==> src/rtl/edf_scheduler.sv <==
// ---------------------------------------------------------------------------
// edf_scheduler
//
// Earliest-deadline-first arbitration stage. Every cycle it picks, among the
// pending request queues, the one whose relative-deadline counter is
// smallest, and presents that choice as a registered (index, valid) pair.
// Once valid is high the choice is committed until the downstream side
// accepts it with ready. On acceptance the winning queue's counter reloads
// from its period; all other counters count down and stop at zero.
//
// Parameters
//   INPUTS         number of request queues (>= 2)
//   DEADLINE_SIZE  width of the period and deadline counters
//
// Ports
//   clock    rising-edge clock
//   reset    asynchronous, active-low reset
//   periods  per-queue relative deadline loaded on service (quasi-static)
//   pending  bit i set when queue i holds a request
//   ready    downstream accepts the current selection this cycle
//   index    selected queue, drives the downstream value selector
//   valid    index is a real selection
//   overdue  bit i set when queue i is pending and its counter is at zero
// ---------------------------------------------------------------------------
module edf_scheduler #(
    parameter int INPUTS        = 4,
    parameter int DEADLINE_SIZE = 16
) (
    input  logic                                  clock,
    input  logic                                  reset,
    input  logic [INPUTS-1:0][DEADLINE_SIZE-1:0]  periods,
    input  logic [INPUTS-1:0]                     pending,
    input  logic                                  ready,
    output logic [$clog2(INPUTS)-1:0]             index,
    output logic                                  valid,
    output logic [INPUTS-1:0]                     overdue
);

    localparam int IDX_W = $clog2(INPUTS);
    // The comparator tree is built over a power-of-two number of leaves;
    // leaves beyond INPUTS stay invalid and never win.
    localparam int NPOW  = 1 << IDX_W;
    localparam int NODES = 2 * NPOW - 1;

    logic [DEADLINE_SIZE-1:0] deadline_q [INPUTS];
    logic [DEADLINE_SIZE-1:0] deadline_d [INPUTS];
    logic [IDX_W-1:0]         index_q;
    logic [IDX_W-1:0]         index_d;
    logic                     valid_q;
    logic                     valid_d;

    logic                     grant;
    logic [INPUTS-1:0]        candidate;

    // Heap-ordered comparator tree: node n has children 2n+1 and 2n+2,
    // leaves sit at NPOW-1 .. 2*NPOW-2, root is node 0.
    logic                     node_vld [NODES];
    logic [DEADLINE_SIZE-1:0] node_key [NODES];
    logic [IDX_W-1:0]         node_idx [NODES];

    assign grant = valid_q & ready;

    // The queue being served on this edge must not win again on the same
    // edge, which is what keeps a lone queue from being granted back to back.
    always_comb begin
        candidate = '0;
        for (int i = 0; i < INPUTS; i++) begin
            candidate[i] = pending[i] && !(grant && (index_q == IDX_W'(i)));
        end
    end

    // Argmin over the candidates using pre-edge counter values. The left
    // child always covers lower queue numbers, so taking left on equal keys
    // resolves ties toward the lowest index.
    always_comb begin
        for (int n = 0; n < NODES; n++) begin
            node_vld[n] = 1'b0;
            node_key[n] = '0;
            node_idx[n] = '0;
        end
        for (int i = 0; i < INPUTS; i++) begin
            node_vld[NPOW - 1 + i] = candidate[i];
            node_key[NPOW - 1 + i] = deadline_q[i];
            node_idx[NPOW - 1 + i] = IDX_W'(i);
        end
        for (int n = NPOW - 2; n >= 0; n--) begin
            if (node_vld[2*n+1] &&
                (!node_vld[2*n+2] || (node_key[2*n+1] <= node_key[2*n+2]))) begin
                node_vld[n] = node_vld[2*n+1];
                node_key[n] = node_key[2*n+1];
                node_idx[n] = node_idx[2*n+1];
            end else begin
                node_vld[n] = node_vld[2*n+2];
                node_key[n] = node_key[2*n+2];
                node_idx[n] = node_idx[2*n+2];
            end
        end
    end

    // Granted counter reloads instead of decrementing; the rest saturate at 0.
    always_comb begin
        for (int i = 0; i < INPUTS; i++) begin
            if (grant && (index_q == IDX_W'(i))) begin
                deadline_d[i] = periods[i];
            end else if (deadline_q[i] == '0) begin
                deadline_d[i] = '0;
            end else begin
                deadline_d[i] = deadline_q[i] - DEADLINE_SIZE'(1);
            end
        end
    end

    // A presented but unaccepted selection is held even if its queue has
    // since dropped its request: the selection is committed.
    always_comb begin
        valid_d = valid_q;
        index_d = index_q;
        if (!(valid_q && !ready)) begin
            valid_d = node_vld[0];
            index_d = node_vld[0] ? node_idx[0] : '0;
        end
    end

    always_ff @(posedge clock or negedge reset) begin
        if (!reset) begin
            for (int i = 0; i < INPUTS; i++) begin
                deadline_q[i] <= '0;
            end
            index_q <= '0;
            valid_q <= 1'b0;
        end else begin
            for (int i = 0; i < INPUTS; i++) begin
                deadline_q[i] <= deadline_d[i];
            end
            index_q <= index_d;
            valid_q <= valid_d;
        end
    end

    always_comb begin
        overdue = '0;
        for (int i = 0; i < INPUTS; i++) begin
            overdue[i] = pending[i] && (deadline_q[i] == '0);
        end
    end

    assign index = index_q;
    assign valid = valid_q;

endmodule

==> config.mk <==
export PLATFORM = sky130hd
export DESIGN_NAME = edf_scheduler
export DESIGN_NICKNAME = d
export VERILOG_FILES = /design/src/rtl/edf_scheduler.sv
export SDC_FILE = /design/constraint.sdc
export NUM_CORES = 1
export LEC_CHECK = 0
export BUFFER_PORTS_ARGS = -buffer_cell sky130_fd_sc_hd__buf_2
export CAP_MARGIN = 20
export CORE_ASPECT_RATIO = 1.75
export CORE_MARGIN = 5
export CORE_UTILIZATION = 45
export DETAILED_ROUTE_END_ITERATION = 7
export GPL_TIMING_DRIVEN = 0
export PLACE_DENSITY = 0.65
export SYNTH_ARGS = -nofsm -noshare
export SYNTH_HDL_FRONTEND = slang
export SYNTH_SLANG_ARGS = --single-unit
==> constraint.sdc <==
create_clock -name clock -period 7.5 [get_ports clock]
set_input_delay 1.125 -clock clock [delete_from_list [all_inputs] [get_ports clock]]
set_output_delay 1.125 -clock clock [all_outputs]
set_load 0.02 [all_outputs]
# Word level (Yosys, flattened, before mapping)
# Cells that the tools add are included.
# op_classes
n_addsub,4
magnitude_cmp,3
eq_ne,3
mux,17
bitwise,1
reduce_logical,32
# op_table
op,count
two-way mux 16 bit,10
zero test 16 bit,4
"subtractor 16 x 1 -> 16 bit, second input constant",4
<= comparator 16 bit,3
logical AND 1 bit,16
zero test 1 bit,8
two-way mux 1 bit,5
"== test 2 bit, second input constant",2
two-way mux 2 bit,2
logical OR 1 bit,3
"== test 2 x 1 -> 1 bit, second input constant",1
zero test 2 bit,1
bitwise AND 1 bit,1
# word_totals
regBits,67
input_bits,71
word_cells,66

# Longest topological paths before layout
# logic_depth
word_depth,13
ltp_mapped,18

# Least setup slack after synthesis
# No wires, ideal clock.
# synth_path
kind,in2reg
from,input ready
to,register index_q[0] (netlist: index[0])
setup_time_ps,110
t_arrival_ps,4131
required_time_ps,7390
setup_slack_ps,3258
cell_stages,15
cell_sequence,nand2_1 > nor3b_1 > buf_2 > nor3_1 > o41ai_1 > nand3b_1 > buf_2 > mux2_2 > ha_1 > nand4_1 > nor4_1 > a21boi_0 > o311ai_1 > and4b_1 > o41ai_1
# synth_via
elab_chain_cells,13
elab_cells_between_ends,34
classes_between,order compare (1); mux (9); bitwise (1); reduce/logical (23)
# synth_lines
element,line_no,rtl
"start, declared",33,"input logic ready,"
bitwise AND 1 bit,61,assign grant = valid_q & ready;
logical AND 1 bit,68,candidate[i] = pending[i] && !(grant && (index_q == IDX_W'(i)));
zero test 1 bit,68,
logical AND 1 bit,68,
zero test 1 bit,88,(!node_vld[2*n+2] || (node_key[2*n+1] <= node_key[2*n+2]))) begin
logical OR 1 bit,88,
logical AND 1 bit,87,if (node_vld[2*n+1] &&
two-way mux 16 bit / two-way mux 1 bit (equally long branches),87,
<= comparator 16 bit / zero test 1 bit (equally long branches),88,
logical OR 1 bit,88,
logical AND 1 bit,87,
two-way mux 2 bit / two-way mux 1 bit (equally long branches),87,
two-way mux 2 bit,120,index_d = node_vld[0] ? node_idx[0] : '0;
"end signal, assigned",135,index_q <= index_d;
"end, declared",47,logic [IDX_W-1:0] index_q;
# Several ways; a longest one is shown, not always the timed one.
# A chain may end at the register's enable or synchronous reset.

# Final worst setup path
# layout_path
from,register deadline_q[39] (netlist name)
to,register index_q[0] (netlist: index[0])
# layout_via
elab_chain_cells,9
elab_cells_between_ends,12
classes_between,order compare (2); mux (6); reduce/logical (4)
# layout_lines
element,line_no,rtl
"start, declared",45,logic [DEADLINE_SIZE-1:0] deadline_q [INPUTS];
"start signal, assigned by index",133,deadline_q[i] <= deadline_d[i];
<= comparator 16 bit,88,
logical OR 1 bit,88,
logical AND 1 bit,87,
two-way mux 16 bit,87,
<= comparator 16 bit,88,
logical OR 1 bit,88,
logical AND 1 bit,87,
two-way mux 2 bit / two-way mux 1 bit (equally long branches),87,
two-way mux 2 bit (*),120,
# Mark *: on every way between the ends. The rest lies on a longest branch, timed or not.

==> impl_metrics.csv <==
group,metric,value,unit
finish,layout-drive-gt1-share,0.197,
die,die_w,91.8,um
synthesis,yosys.cell_types.count,61,
worst_setup_path,critPathRequiredTime,7.71,ns
pwr,switchingPower,1.30,mW
clocking,cts_tree,"yes",
clocking,cts_hold_buf,0,
worst_setup_path,critPathBufInv,2,
grt,grt_pass1_wl,24000,um
min_path,hp-class,"reg2reg",
placed_design,placed_cell_area,5830,um^2
finish,syn_to_final_growth,17.4,%
synthesis,synth_area_leader_cell,"dfrtp_1",
grt,grt_max_degree,68,
pwr,p_comb_frac,0.533,
synthesis,synthArstFlopShare,1.00,
finish,fin_util,0.538,
timing,rsz0062_at_grt,"false",
synthesis,syn_area,5280,um^2
synthesis,synth.top_cells.by_count,"nand2_1 (85), dfrtp_1 (67), ha_1 (52), inv_1 (40), xnor2_1 (37)",
synthesis,ys_warn_count,0,
grt,first_global_vias,4923,
die,die-area,14100,um^2
synthesis,synth-seq-cells,67,
placed_design,gp_congestion,0.916,
die,num_rows,52,
drt,num_vias,4801,
worst_setup_path,slowest_stage,"o41ai_1",
placed_design,numPortBuffers,77,
synthesis,yosysMostFrequentCell,"nand2_1",
finish,instances_no_fill,834,
pwr,p_seq_frac,0.288,
synthesis,synth.yosys.seq_area_share,0.318,
placed_design,hpwl,12100,um
die,start_util,0.458,
drt,wl_per_cell,17.9,um
finish,finalInstanceArea,6190,um^2
timing,setup_tns,0,ns
pwr,power,2.90,mW
clocking,htreeDepth,3,
synthesis,yosysTopAreaCellShare,0.318,
clocking,clk_pin_slew,0.06,ns
clocking,post-cts-setup-buffers,0,
synthesis,synth_ff_type,"dfrtp_1",
timing,tightestPinTransition,0.881,ns
pwr,p_per_area,469,nW/um^2
clocking,clk-insertion-delay-late,0.33,ns
placed_design,place_inst,819,
finish,finish.net_count,818,
timing,fin_skew,0.00655,ns
die,die_y,153,um
worst_setup_path,endpoint_kind,"register",
worst_setup_path,cp_max_fo,10,
timing,fmax,203,MHz
synthesis,synth_area_leaders,"dfrtp_1 (32%), ha_1 (12%), xnor2_1 (6.1%)",
pwr,pwr-share-clk,0.179,
worst_setup_path,criticalPathCategory,"reg2reg",
pwr,p_leak,2.72,nW
timing,maxSlewHeadroom,0.405,
pwr,internal_power,1.60,mW
synthesis,synth_nets,730,
timing,worst_slack,2.57,ns
timing,setup_viol,0,
run_status,status,"finished, final reports clean",
pwr,sw_frac_of_total,0.447,
synthesis,syn_area_per_cell,8.69,um^2
worst_setup_path,worst_setup_path_start_kind,"register",
clocking,cts-resized-gates,0,
clocking,cts_buffers,9,
drt,routed_wl,14900,um
grt,antenna_found_initial,0,
drt,final_antenna_net_count,0,
grt,overflow,0,
drt,drc,0,
job,cap_violations,0,
timing,hold_viol,0,
clocking,clockBufferDepth,2,
drt,via_per_inst,5.76,
timing,period_needed,4.93,ns
timing,whs,0.541,ns
timing,maxSlewViolCount,0,
worst_setup_path,cp_top_family,"compound AO/OA/AOI/OAI gates",
die,pin_count,78,
worst_setup_path,critical_path.max_stage_delay,0.61,ns
clocking,root_buffer,"clkbuf_16",
synthesis,synth_cells,607,
finish,antenna_cells,0,
worst_setup_path,path_cells,"inv_1 > ha_1 > a21oi_1 > o21a_1 > o22ai_1 > o41ai_1 > nand3b_1 > buf_2 > mux2_2 > ha_1 > nand4_1 > nor4_1 > a21boi_0 > o311ai_1 > and4b_1 > o41ai_1",
timing,fin_crit_sh,0.658,
clocking,cts.sinks,67,
placed_design,place_ws,2.38,ns
synthesis,synth_edf_count,0,
worst_setup_path,arrival,5.14,ns
die,core_area,11500,um^2
grt,grt.total_usage,0.216,
pwr,ir_worst_vdd,0.000222,V
drt,drt_iter0_drc,138,
drt,dr.pass1.iters,4,
## final timing paths
path                                 from             end  slack [ns]  cells past startpoint
setup / recovery           deadline_q[39]        index[0]        2.57                     16
hold / removal             deadline_q[16]  deadline_q[16]        0.54                      1
setup reg to reg           deadline_q[39]        index[0]        2.57                     16
hold reg to reg            deadline_q[16]  deadline_q[16]        0.54                      1
max in group asynchronous           reset   deadline_q[3]        6.01                      1
min in group asynchronous           reset  deadline_q[32]        0.90                      1
## worst register-to-register path, cell delays in order, from the launching register on
cell and delay, ns:
dfrtp_1 0.42, inv_1 0.10, ha_1 0.34, a21oi_1 0.13
o21a_1 0.14, o22ai_1 0.08, o41ai_1 0.61, nand3b_1 0.37
buf_2 0.32, mux2_2 0.31, ha_1 0.31, nand4_1 0.21
nor4_1 0.46, a21boi_0 0.24, o311ai_1 0.17, and4b_1 0.23
o41ai_1 0.37
## power groups by stage
stage	combinational (mW)	sequential (mW)	clock, mW
6_report	1.55	0.835	0.521
5_1_grt	1.76	0.859	0.551
4_1_cts	1.55	0.831	0.531
3_5_place_dp	1.54	0.833	0
3_3_place_gp	1.47	0.826	0
2_1_floorplan	1.20	0.737	0
## cell usage in the layout (no fill, tap or decap), drive strengths merged, types with 19 or more instances in the layout
cell type,Yosys,routed
a21oi,36,36
buf,12,89
clkbuf,10,19
dfrtp,67,67
ha,52,52
inv,40,41
nand2,85,85
nor2,34,34
nor3,32,32
o21ai,42,42
o31ai,24,24
xnor2,37,37
## routing by layer
| metal | up-vias | track usage | part of all wire |
|---|---|---|---|
| met5 | - | 0 | 0 |
| met3 | 32 | 0.0398 | 0.031 |
| met1 | 2327 | 0.209 | 0.35 |
| li1 | 2346 | - | - |
| met4 | 0 | 0.0836 | 0.030 |
| met2 | 96 | 0.434 | 0.59 |
## kinds of logic after synthesis
group	count (synthesis)	share of synthesized area
simple gates	226	0.223
compound gates	131	0.160
flops	67	0.318
buf+inv	62	0.0531
fa+ha+maj	52	0.123
xor+xnor	46	0.0764
mux	23	0.0467
## area by class of cell
cell class / count / area, um^2
Timing Repair Buffer: 77 / 388
Inverter: 40 / 150
Fill cell: 1123 / 5320
Tap cell: 135 / 169
Sequential cell: 67 / 1680
Clock inverter: 6 / 138
Multi-Input combinational cell: 478 / 3320
Clock buffer: 9 / 225
Buffer: 22 / 130
## sequential cells by signal, summed over array words and instances (netlist names)
name,flops
valid,1
index,2
deadline_q,64
No activity file was read; power rests on OpenSTA's default activity.
